===== src/rtl/l2_norm_pkg.sv =====
// Shared definitions for the sum-of-squares datapath and the downstream norm stage.
//   L2_IN_W / L2_ACC_W / L2_VEC_LEN : default sample width, result width, vector length
//   sat_res_t                       : {ovf, sum} pair returned by sat_add
//   sat_add(acc, p, sticky, w)      : w-bit saturating add with sticky overflow
package l2_norm_pkg;

    localparam int unsigned L2_IN_W    = 8;
    localparam int unsigned L2_ACC_W   = 20;
    localparam int unsigned L2_VEC_LEN = 4;

    // Widest accumulator the helper supports; callers zero-extend into it.
    localparam int unsigned L2_MAX_W   = 64;

    typedef struct packed {
        logic                ovf;
        logic [L2_MAX_W-1:0] sum;
    } sat_res_t;

    // Adds p to acc at w+1 bits; a carry out of bit w-1, or an already set sticky
    // flag, pins the result to w ones and raises ovf.
    function automatic sat_res_t sat_add(input logic [L2_MAX_W-1:0] acc,
                                         input logic [L2_MAX_W-1:0] p,
                                         input logic                sticky,
                                         input int unsigned         w);
        sat_res_t          res;
        logic [L2_MAX_W:0] sum;
        logic [L2_MAX_W:0] lim;
        sum     = {1'b0, acc} + {1'b0, p};
        lim     = (L2_MAX_W+1)'(1) << w;
        res.ovf = sticky || (sum >= lim);
        res.sum = res.ovf ? L2_MAX_W'(lim - (L2_MAX_W+1)'(1)) : L2_MAX_W'(sum);
        return res;
    endfunction

endpackage


===== src/rtl/l2_sat_accum.sv =====
// S3 of l2_norm_stream: saturating accumulator, element counter and result-load strobe.
//   clk, reset  : clock, async active-high reset
//   p, v2       : unsigned square and its valid from S2
//   hold        : downstream stall, freezes all state
//   clear       : synchronous abort of the partial vector
//   done_c      : a vector completes on this edge (load the output register)
//   res_c       : saturated running sum including p
//   res_ovf_c   : sticky overflow including p
module l2_sat_accum
    import l2_norm_pkg::*;
#(
    parameter int unsigned PW      = 16,
    parameter int unsigned ACC_W   = L2_ACC_W,
    parameter int unsigned VEC_LEN = L2_VEC_LEN
) (
    input  logic             clk,
    input  logic             reset,
    input  logic [PW-1:0]    p,
    input  logic             v2,
    input  logic             hold,
    input  logic             clear,
    output logic             done_c,
    output logic [ACC_W-1:0] res_c,
    output logic             res_ovf_c
);

    localparam int unsigned    CNT_W = (VEC_LEN > 1) ? $clog2(VEC_LEN) : 1;
    localparam logic [CNT_W-1:0] LAST = CNT_W'(VEC_LEN - 1);

    logic [ACC_W-1:0] acc;
    logic             ovf;
    logic [CNT_W-1:0] cnt;
    sat_res_t         r;
    logic             unused_hi;

    // Next accumulator value and completion strobe.
    always_comb begin
        r         = sat_add(L2_MAX_W'(acc), L2_MAX_W'(p), ovf, ACC_W);
        res_c     = r.sum[ACC_W-1:0];
        res_ovf_c = r.ovf;
        unused_hi = ^r.sum[L2_MAX_W-1:ACC_W];
        done_c    = v2 && !hold && !clear && (cnt == LAST);
    end

    // Accumulate each valid square; restart after the last element of a vector.
    always_ff @(posedge clk or posedge reset) begin
        if (reset) begin
            acc <= '0;
            ovf <= 1'b0;
            cnt <= '0;
        end else if (clear) begin
            acc <= '0;
            ovf <= 1'b0;
            cnt <= '0;
        end else if (v2 && !hold) begin
            if (cnt == LAST) begin
                acc <= '0;
                ovf <= 1'b0;
                cnt <= '0;
            end else begin
                acc <= res_c;
                ovf <= res_ovf_c;
                cnt <= cnt + CNT_W'(1);
            end
        end
    end

endmodule


===== src/rtl/l2_norm_stream.sv =====
// Streaming sum of squares over VEC_LEN signed samples, saturated to ACC_W bits.
//   clk, reset           : clock, async active-high reset
//   a, valid_in, ready_in: sample input handshake (ready_in is combinational)
//   clear                : synchronous abort of the partial vector
//   f, overflow          : result and per-vector saturation flag
//   valid_out, ready_out : result output handshake
module l2_norm_stream
    import l2_norm_pkg::*;
#(
    parameter int unsigned IN_W    = L2_IN_W,
    parameter int unsigned ACC_W   = L2_ACC_W,
    parameter int unsigned VEC_LEN = L2_VEC_LEN
) (
    input  logic             clk,
    input  logic             reset,
    input  logic [IN_W-1:0]  a,
    input  logic             valid_in,
    output logic             ready_in,
    input  logic             clear,
    output logic [ACC_W-1:0] f,
    output logic             overflow,
    output logic             valid_out,
    input  logic             ready_out
);

    localparam int unsigned PW = 2 * IN_W;

    if (ACC_W < PW) begin : g_bad_acc_w
        $error("l2_norm_stream: ACC_W must be at least 2*IN_W");
    end
    if (ACC_W >= L2_MAX_W) begin : g_bad_acc_max
        $error("l2_norm_stream: ACC_W exceeds sat_add width");
    end
    if (VEC_LEN < 1) begin : g_bad_len
        $error("l2_norm_stream: VEC_LEN must be at least 1");
    end

    logic                   stall;
    logic                   accept;
    logic signed [IN_W-1:0] a1;
    logic                   v1;
    logic signed [PW-1:0]   a1_ext;
    logic [PW-1:0]          sq;
    logic [PW-1:0]          p2;
    logic                   v2;
    logic                   done_c;
    logic [ACC_W-1:0]       res_c;
    logic                   res_ovf_c;

    assign stall    = valid_out && !ready_out;
    assign ready_in = !stall;
    assign accept   = valid_in && ready_in && !clear;

    // Sign-extend before squaring; the square of the most negative sample fits in PW bits.
    assign a1_ext = PW'(a1);
    assign sq     = a1_ext * a1_ext;

    // S1: sample capture.
    always_ff @(posedge clk or posedge reset) begin
        if (reset) begin
            a1 <= '0;
            v1 <= 1'b0;
        end else if (clear) begin
            v1 <= 1'b0;
        end else if (!stall) begin
            v1 <= accept;
            if (accept) begin
                a1 <= a;
            end
        end
    end

    // S2: registered square.
    always_ff @(posedge clk or posedge reset) begin
        if (reset) begin
            p2 <= '0;
            v2 <= 1'b0;
        end else if (clear) begin
            v2 <= 1'b0;
        end else if (!stall) begin
            p2 <= sq;
            v2 <= v1;
        end
    end

    l2_sat_accum #(
        .PW      (PW),
        .ACC_W   (ACC_W),
        .VEC_LEN (VEC_LEN)
    ) u_accum (
        .clk       (clk),
        .reset     (reset),
        .p         (p2),
        .v2        (v2),
        .hold      (stall),
        .clear     (clear),
        .done_c    (done_c),
        .res_c     (res_c),
        .res_ovf_c (res_ovf_c)
    );

    // Output register: a new result wins over a same-cycle transfer.
    always_ff @(posedge clk or posedge reset) begin
        if (reset) begin
            f         <= '0;
            overflow  <= 1'b0;
            valid_out <= 1'b0;
        end else if (done_c) begin
            f         <= res_c;
            overflow  <= res_ovf_c;
            valid_out <= 1'b1;
        end else if (valid_out && ready_out) begin
            valid_out <= 1'b0;
        end
    end

endmodule


===== config.mk =====
export PLATFORM = sky130hd
export DESIGN_NAME = l2_norm_stream
export DESIGN_NICKNAME = d
export VERILOG_FILES = /design/src/rtl/l2_norm_pkg.sv /design/src/rtl/l2_sat_accum.sv /design/src/rtl/l2_norm_stream.sv
export SDC_FILE = /design/constraint.sdc
export NUM_CORES = 1
export LEC_CHECK = 0
export CAP_MARGIN = 20
export CELL_PAD_IN_SITES_DETAIL_PLACEMENT = 1
export CELL_PAD_IN_SITES_GLOBAL_PLACEMENT = 1
export CORE_MARGIN = 3
export CORE_UTILIZATION = 31
export CTS_CLUSTER_DIAMETER = 80
export DETAILED_ROUTE_END_ITERATION = 10
export PLACE_DENSITY = 0.68
export SYNTH_ARGS = -nofsm -noshare
export SYNTH_HDL_FRONTEND = slang
export SYNTH_SLANG_ARGS = --single-unit

===== constraint.sdc =====
create_clock -name clk -period 5.5 [get_ports clk]
set_input_delay 1.65 -clock clk [delete_from_list [all_inputs] [get_ports clk]]
set_output_delay 1.65 -clock clk [all_outputs]
set_load 0.01 [all_outputs]

==> run_results.csv, run 1 <==
group,metric,value,unit
placement,gp_congestion,0.855,
power_and_ir_drop,switching_share,43.8,%
clock_tree,root_buffer,"clkbuf_16",
sta,worstMarginPinSlew,0.929,ns
route,final_antenna_net_count,0,
worst_setup_path,path_delay_family,"adder cells",
clock_tree,clkTransAtPathRegs,0.06,ns
clock_tree,hold_buffers,0,
clock_tree,clkSinkCount,70,
die,die_area,20000,um2
power_and_ir_drop,p_sw,0.00157,W
cells_and_area,design_area,6600,um2
sta,fin_crit,4.81,ns
sta,final-max-slew-violation-count,0,
grt,grt_pass1_wl,24100,um
die,die_x,142,um
route,remaining_drc_errors,0,
grt,grt_max_degree,44,
power_and_ir_drop,combPwrFrac,62.7,%
die,die_h,142,um
sta,finalHoldViolations,0,
worst_setup_path,critPathCaptureType,"flip-flop",
clock_tree,cts_tree,"yes",
synth,yosysSeqAreaShare,30.8,%
worst_setup_path,path_buf_inv,5,
synth,synth-edff-count,0,
synth,synth_area_per_cell,9.23,um2
route,viasPerCell,5.01,
cells_and_area,final_cell_mix,"inv_1 (78), nand2_1 (71), dfrtp_1 (70)",
worst_setup_path,required,5.68,ns
grt,met3_usage,2.73,%
worst_setup_path,crit_type,"reg -> reg",
worst_setup_path,worstPathArrival,4.98,ns
synth,yosys_most_used_dff,"dfrtp_1",
sta,rsz0062_at_grt,"false",
power_and_ir_drop,seqPwrFrac,18.3,%
clock_tree,clk_latency,0.34,ns
route,dr.pass1.iters,4,
cells_and_area,num_antenna_cells,0,
route,vias,4369,
die,floorplan.initialDensity,32.2,%
clock_tree,post_cts_buffers,0,
sta,fin_crit_sh,87.4,%
sta,finalSetupViolCount,0,
min_path,hold_path_class,"reg -> reg",
power_and_ir_drop,intPower,0.00202,W
sta,max_freq,0.208,GHz
cells_and_area,drive_gt1_share,7.26,%
placement,dp_cells,856,
sta,max_slew_margin,38.0,%
worst_setup_path,path_max_fanout,14,
worst_setup_path,crit_chain,"nand2_1 > inv_1 > fa_1 > inv_1 > fa_1 > inv_1 > fa_1 > inv_1 > fa_1 > inv_1 > ha_1 > or3_1 > a21oi_1 > a21oi_1 > a31oi_1 > xnor2_1 > o21ai_0",
cells_and_area,final_nets,742,
synth,synth_area,5690,um2
placement,dp_hpwl,10800,um
worst_setup_path,cp_common_cell,"inv_1",
route,wirelength,13700,um
synth,synth_nets,717,
worst_setup_path,start_kind,"flip-flop",
clock_tree,cts_made_buffers,9,
placement,port_buffers,35,
sta,setup_tns,0,ns
die,fp.coreArea,17700,um2
grt,use_met2,26.8,%
power_and_ir_drop,p_leak,3.10,nW
flow_run,drv_cap,0,
clock_tree,cts_max_level,3,
grt,use_met1,17.6,%
grt,antenna_found_initial,0,
grt,top_usage_layer,"met2",
sta,fin_skew,0.00980,ns
synth,synthCells,617,
cells_and_area,area_growth,16.0,%
worst_setup_path,cpPeakStageDelay,0.59,ns
grt,gr-total-overflow,0,
synth,ys_ff_latch,70,
placement,placed_area,6250,um2
status,status,"completed",
synth,ys_types,58,
route,avgRoutedWirePerCell,15.7,um
die,rows,48,
grt,grt_usage,14.7,%
route,drt_iter0_markers,132,
cells_and_area,final_cells,872,
synth,ys_warn_count,0,
power_and_ir_drop,vdd_drop_max,0.280,mV
die,ios,36,
power_and_ir_drop,clkPwrFrac,19.0,%
clock_tree,cts_buffer_depth,2,
grt,grt_pass1_vias,4887,
sta,holdWs,0.488,ns
worst_setup_path,crit_path_top_delay_cell,"fa_1",
clock_tree,cts_resized,0,
synth,async_reset_ff_share,100,%
power_and_ir_drop,p_per_area,544,nW/um2
cells_and_area,final_common_cell,"inv_1",
cells_and_area,post-route-util,37.4,%
==> metrics by stage <==
step | total power, W | worst slack, ns
after detailed placement | 0.00294 | 0.675
after global routing | 0.00402 | 0.345
after floorplan | 0.00244 | 1.01
after CTS | 0.00365 | 0.643
final | 0.00359 | 0.695
after global placement | 0.00282 | 0.852
==> per-layer routing <==
metal | wire length, um | vias to the layer above
li1 | - | 2104
met1 | 6040 | 2200
met2 | 7090 | 47
met3 | 355 | 18
met4 | 212 | 0
met5 | 0 | -
==> worst paths after layout <==
kind	depth (start not counted)	slack, ns	start	endpoint
setup / recovery	17	0.69	a1[2]	p2[15]
hold / removal	2	0.49	p2[3]	p2[3]
setup reg to reg	17	0.69	a1[2]	p2[15]
hold reg to reg	2	0.49	p2[3]	p2[3]
max in group asynchronous	3	2.72	reset	p2[9]
min in group asynchronous	2	1.84	reset	overflow
==> worst register-to-register path, cell delays in order (launching register included) <==
cell and delay (ns):
dfrtp_1 0.55, nand2_1 0.20, inv_1 0.12, fa_1 0.59, inv_1 0.14, fa_1 0.55
inv_1 0.05, fa_1 0.53, inv_1 0.06, fa_1 0.53, inv_1 0.04, ha_1 0.23
or3_1 0.37, a21oi_1 0.13, a21oi_1 0.12, a31oi_1 0.21, xnor2_1 0.14, o21ai_0 0.09
==> cell usage after synthesis (8+ instances only) <==
cell type  count  area share [%]
and2_1        17             1.9
nor3_1         8            0.70
dfrtp_1       70              31
o21ai_1       16             1.4
a21oi_1       22             1.9
nor2_1        39             2.6
inv_1         79             5.2
nand3_1        9            0.79
o21ai_0       36             3.2
fa_1          42              15
nand2_1       71             4.7
xnor2_1       24             3.7
clkbuf_1      20             1.3
ha_1          45             9.9
==> cells by family after synthesis <==
| family | share of synthesized area [%] |
|---|---|
| DFF | 30.8 |
| AOI/OAI and AO/OA | 16.6 |
| xor gates and xnor gates | 4.46 |
| and+or+nand+nor | 14.2 |
| adders and majority gates | 24.7 |
| buffers and inverters | 6.88 |
| muxes | 2.35 |
==> power groups by stage <==
stage          combinational, W  clock (W)  sequential, W
2_1_floorplan           0.00180          0       0.000636
3_3_place_gp            0.00216          0       0.000663
3_5_place_dp            0.00228          0       0.000665
4_1_cts                 0.00230   0.000698       0.000657
5_1_grt                 0.00263   0.000722       0.000668
6_report                0.00225   0.000683       0.000657
==> state kept, by name (all words and copies together) (netlist names) <==
name / flops
a1: 8
f: 20
overflow: 1
p2: 15
u_accum.acc: 20
u_accum.cnt: 2
u_accum.ovf: 1
v1: 1
v2: 1
valid_out: 1
==> final cells by class <==
cell class | instances | area (um2)
clock buffer | 11 | 243
clock inverter | 5 | 106
fill | 2043 | 11100
inverter | 79 | 297
multi-input combinational | 444 | 3550
sequential | 70 | 1750
tap | 225 | 282
timing repair buffer | 38 | 373
Power figures use the tool's default switching activity.
==> run 2: changes to the inputs <==
- CELL_PAD_IN_SITES_DETAIL_PLACEMENT: 1 -> 0
==> run 2 against run 1 <==
  * Sequential power about the same
  * Total power down 3.3%
  * Die area unchanged
  * Global-route usage down 1.7 points
  * Final cell count unchanged
  * Setup slack better by 0.040 ns
  * Critical endpoint unchanged
==> run_results.csv, run 2 (synthesized netlist as in run 1, its figures left out) <==
group,metric,value,unit
power_and_ir_drop,p_leak,3.10,nW
cells_and_area,num_antenna_cells,0,
clock_tree,hold_buffers,0,
sta,rsz0062_at_grt,"false",
worst_setup_path,required,5.68,ns
die,rows,48,
cells_and_area,final_cells,872,
power_and_ir_drop,vdd_drop_max,0.234,mV
die,die_area,20000,um2
sta,holdWs,0.476,ns
min_path,worstHoldEndpoint,"f[13]",
grt,grt_usage,13.1,%
placement,dp_hpwl,9520,um
route,wirelength,12300,um
grt,antenna_found_initial,0,
placement,port_buffers,35,
worst_setup_path,cp_common_cell,"inv_1",
min_path,whs_path_depth,2,
worst_setup_path,cpPeakStageDelay,0.60,ns
route,viasPerCell,4.91,
route,dr.pass1.iters,4,
min_path,hold_start,"f[13]",
power_and_ir_drop,power,0.00348,W
sta,finalHoldViolations,0,
min_path,hold_path_class,"reg -> reg",
worst_setup_path,r2r-start,"a1[2]",
cells_and_area,nFillCells,1791,
worst_setup_path,crit_chain,"nand2_1 > inv_1 > fa_1 > inv_1 > fa_1 > inv_1 > fa_1 > inv_1 > fa_1 > inv_1 > ha_1 > or3_1 > a21oi_1 > a21oi_1 > a31oi_1 > xnor2_1 > o21ai_0",
worst_setup_path,start_kind,"flip-flop",
worst_setup_path,critPathCaptureType,"flip-flop",
clock_tree,clkSinkCount,70,
die,ios,36,
sta,worstMarginPinSlew,0.923,ns
sta,setup_tns,0,ns
clock_tree,cts_buffer_depth,2,
die,floorplan.initialDensity,32.2,%
worst_setup_path,r2r_end,"p2[15]",
clock_tree,cts_made_buffers,9,
grt,grt_pass1_vias,4426,
cells_and_area,drive_gt1_share,7.26,%
sta,max_freq,0.210,GHz
placement,dp_cells,856,
route,remaining_drc_errors,0,
grt,grt_pass1_wl,21300,um
sta,layout_setup_ws,0.735,ns
worst_setup_path,path_max_fanout,14,
cells_and_area,largestRegisters,"f: 20 flops, u_accum.acc: 20 flops, p2: 15 flops",
power_and_ir_drop,p_per_area,528,nW/um2
cells_and_area,final_nets,742,
die,die_x,142,um
die,fp.coreArea,17700,um2
clock_tree,cts_max_level,3,
sta,fin_crit,4.77,ns
sta,final-max-slew-violation-count,0,
die,die_h,142,um
route,avgRoutedWirePerCell,14.1,um
grt,gr-total-overflow,0,
flow_run,drv_cap,0,
sta,fin_crit_sh,86.6,%
clock_tree,clk_latency,0.34,ns
route,vias,4282,
worst_setup_path,worstRegToRegCells,17,
sta,finalSetupViolCount,0,
cells_and_area,final_cell_mix,"inv_1 (78), nand2_1 (71), dfrtp_1 (70)",
clock_tree,post_cts_buffers,0,
worst_setup_path,crit_path_top_delay_cell,"fa_1",
route,final_antenna_net_count,0,
sta,fin_skew,0.00995,ns
grt,grt_max_degree,44,
cells_and_area,area_growth,15.5,%
route,drt_iter0_markers,194,
worst_setup_path,worstPathArrival,4.95,ns
placement,dp_worst_setup_slack,0.715,ns
worst_setup_path,rrSetupSlack,0.73,ns
worst_setup_path,crit_type,"reg -> reg",
clock_tree,cts_tree,"yes",
cells_and_area,final_common_cell,"inv_1",
clock_tree,clkTransAtPathRegs,0.06,ns
sta,max_slew_margin,38.4,%
placement,gp_congestion,0.855,
clock_tree,cts_resized,0,
clock_tree,root_buffer,"clkbuf_16",
status,status,"completed",
[run 2: cell types whose count changed in the layout (fill, tap and decap cells not counted), sizes merged]
| cell | previous run | this run |
|---|---|---|
| clkinv | 1 | 3 |
| bufinv | 3 | 2 |
| clkinvlp | 1 | 0 |
[run 2: area by class of cell]
class                      count  area [um2]  area share, %
multi-input combinational    444        3550           54.0
inverter                      79         297           4.51
timing repair buffer          38         373           5.67
sequential                    70        1750           26.6
tap                          225         282           4.28
clock buffer                  11         243           3.69
clock inverter                 5        82.6           1.26
[run 2: stage by stage]
step	instance area [um2]	utilization (%)
detailed placement	6250	35.4
global placement	6250	35.4
floorplan	5690	-
finish	6580	37.3
CTS	6580	37.3
global route	6580	37.3
[run 2: worst max-delay path by stage]
stage           from      to  slack (ns)  depth (start not counted)
6_report       a1[2]  p2[15]        0.73                         17
5_1_grt        a1[2]  p2[15]        0.37                         17
4_1_cts        a1[2]  p2[15]        0.70                         17
3_5_place_dp   a1[2]  p2[15]        0.71                         17
3_3_place_gp   a1[2]  p2[15]        0.85                         17
2_1_floorplan  a1[7]  p2[15]        1.01                         17
[run 2: worst max-delay path: cells and delay by family (launching register included)]
kind,cells,cell delay [ns]
AO/OA/AOI/OAI,4,0.55
buffers and inverters,5,0.40
XOR/XNOR,1,0.14
AND/OR/NAND/NOR,2,0.55
flip-flops,1,0.53
adder cells (fa/ha/maj),5,2.42
[run 2: per-layer routing]
metal / wire [um] / GRT usage (%) / vias up
met2: 6070 / 23.2 / 61
met1: 5620 / 16.2 / 2098
met3: 476 / 2.86 / 9
met4: 104 / 3.18 / 0
met5: 0 / 0 / -
li1: - / - / 2114
[run 2: power breakdown]
part,total [W],internal (W),switching (W)
clock network,0.000640,0.000410,0.000230
logic,0.00218,0.000962,0.00122
registers,0.000657,0.000594,0.0000630
total,0.00348,0.00197,0.00151
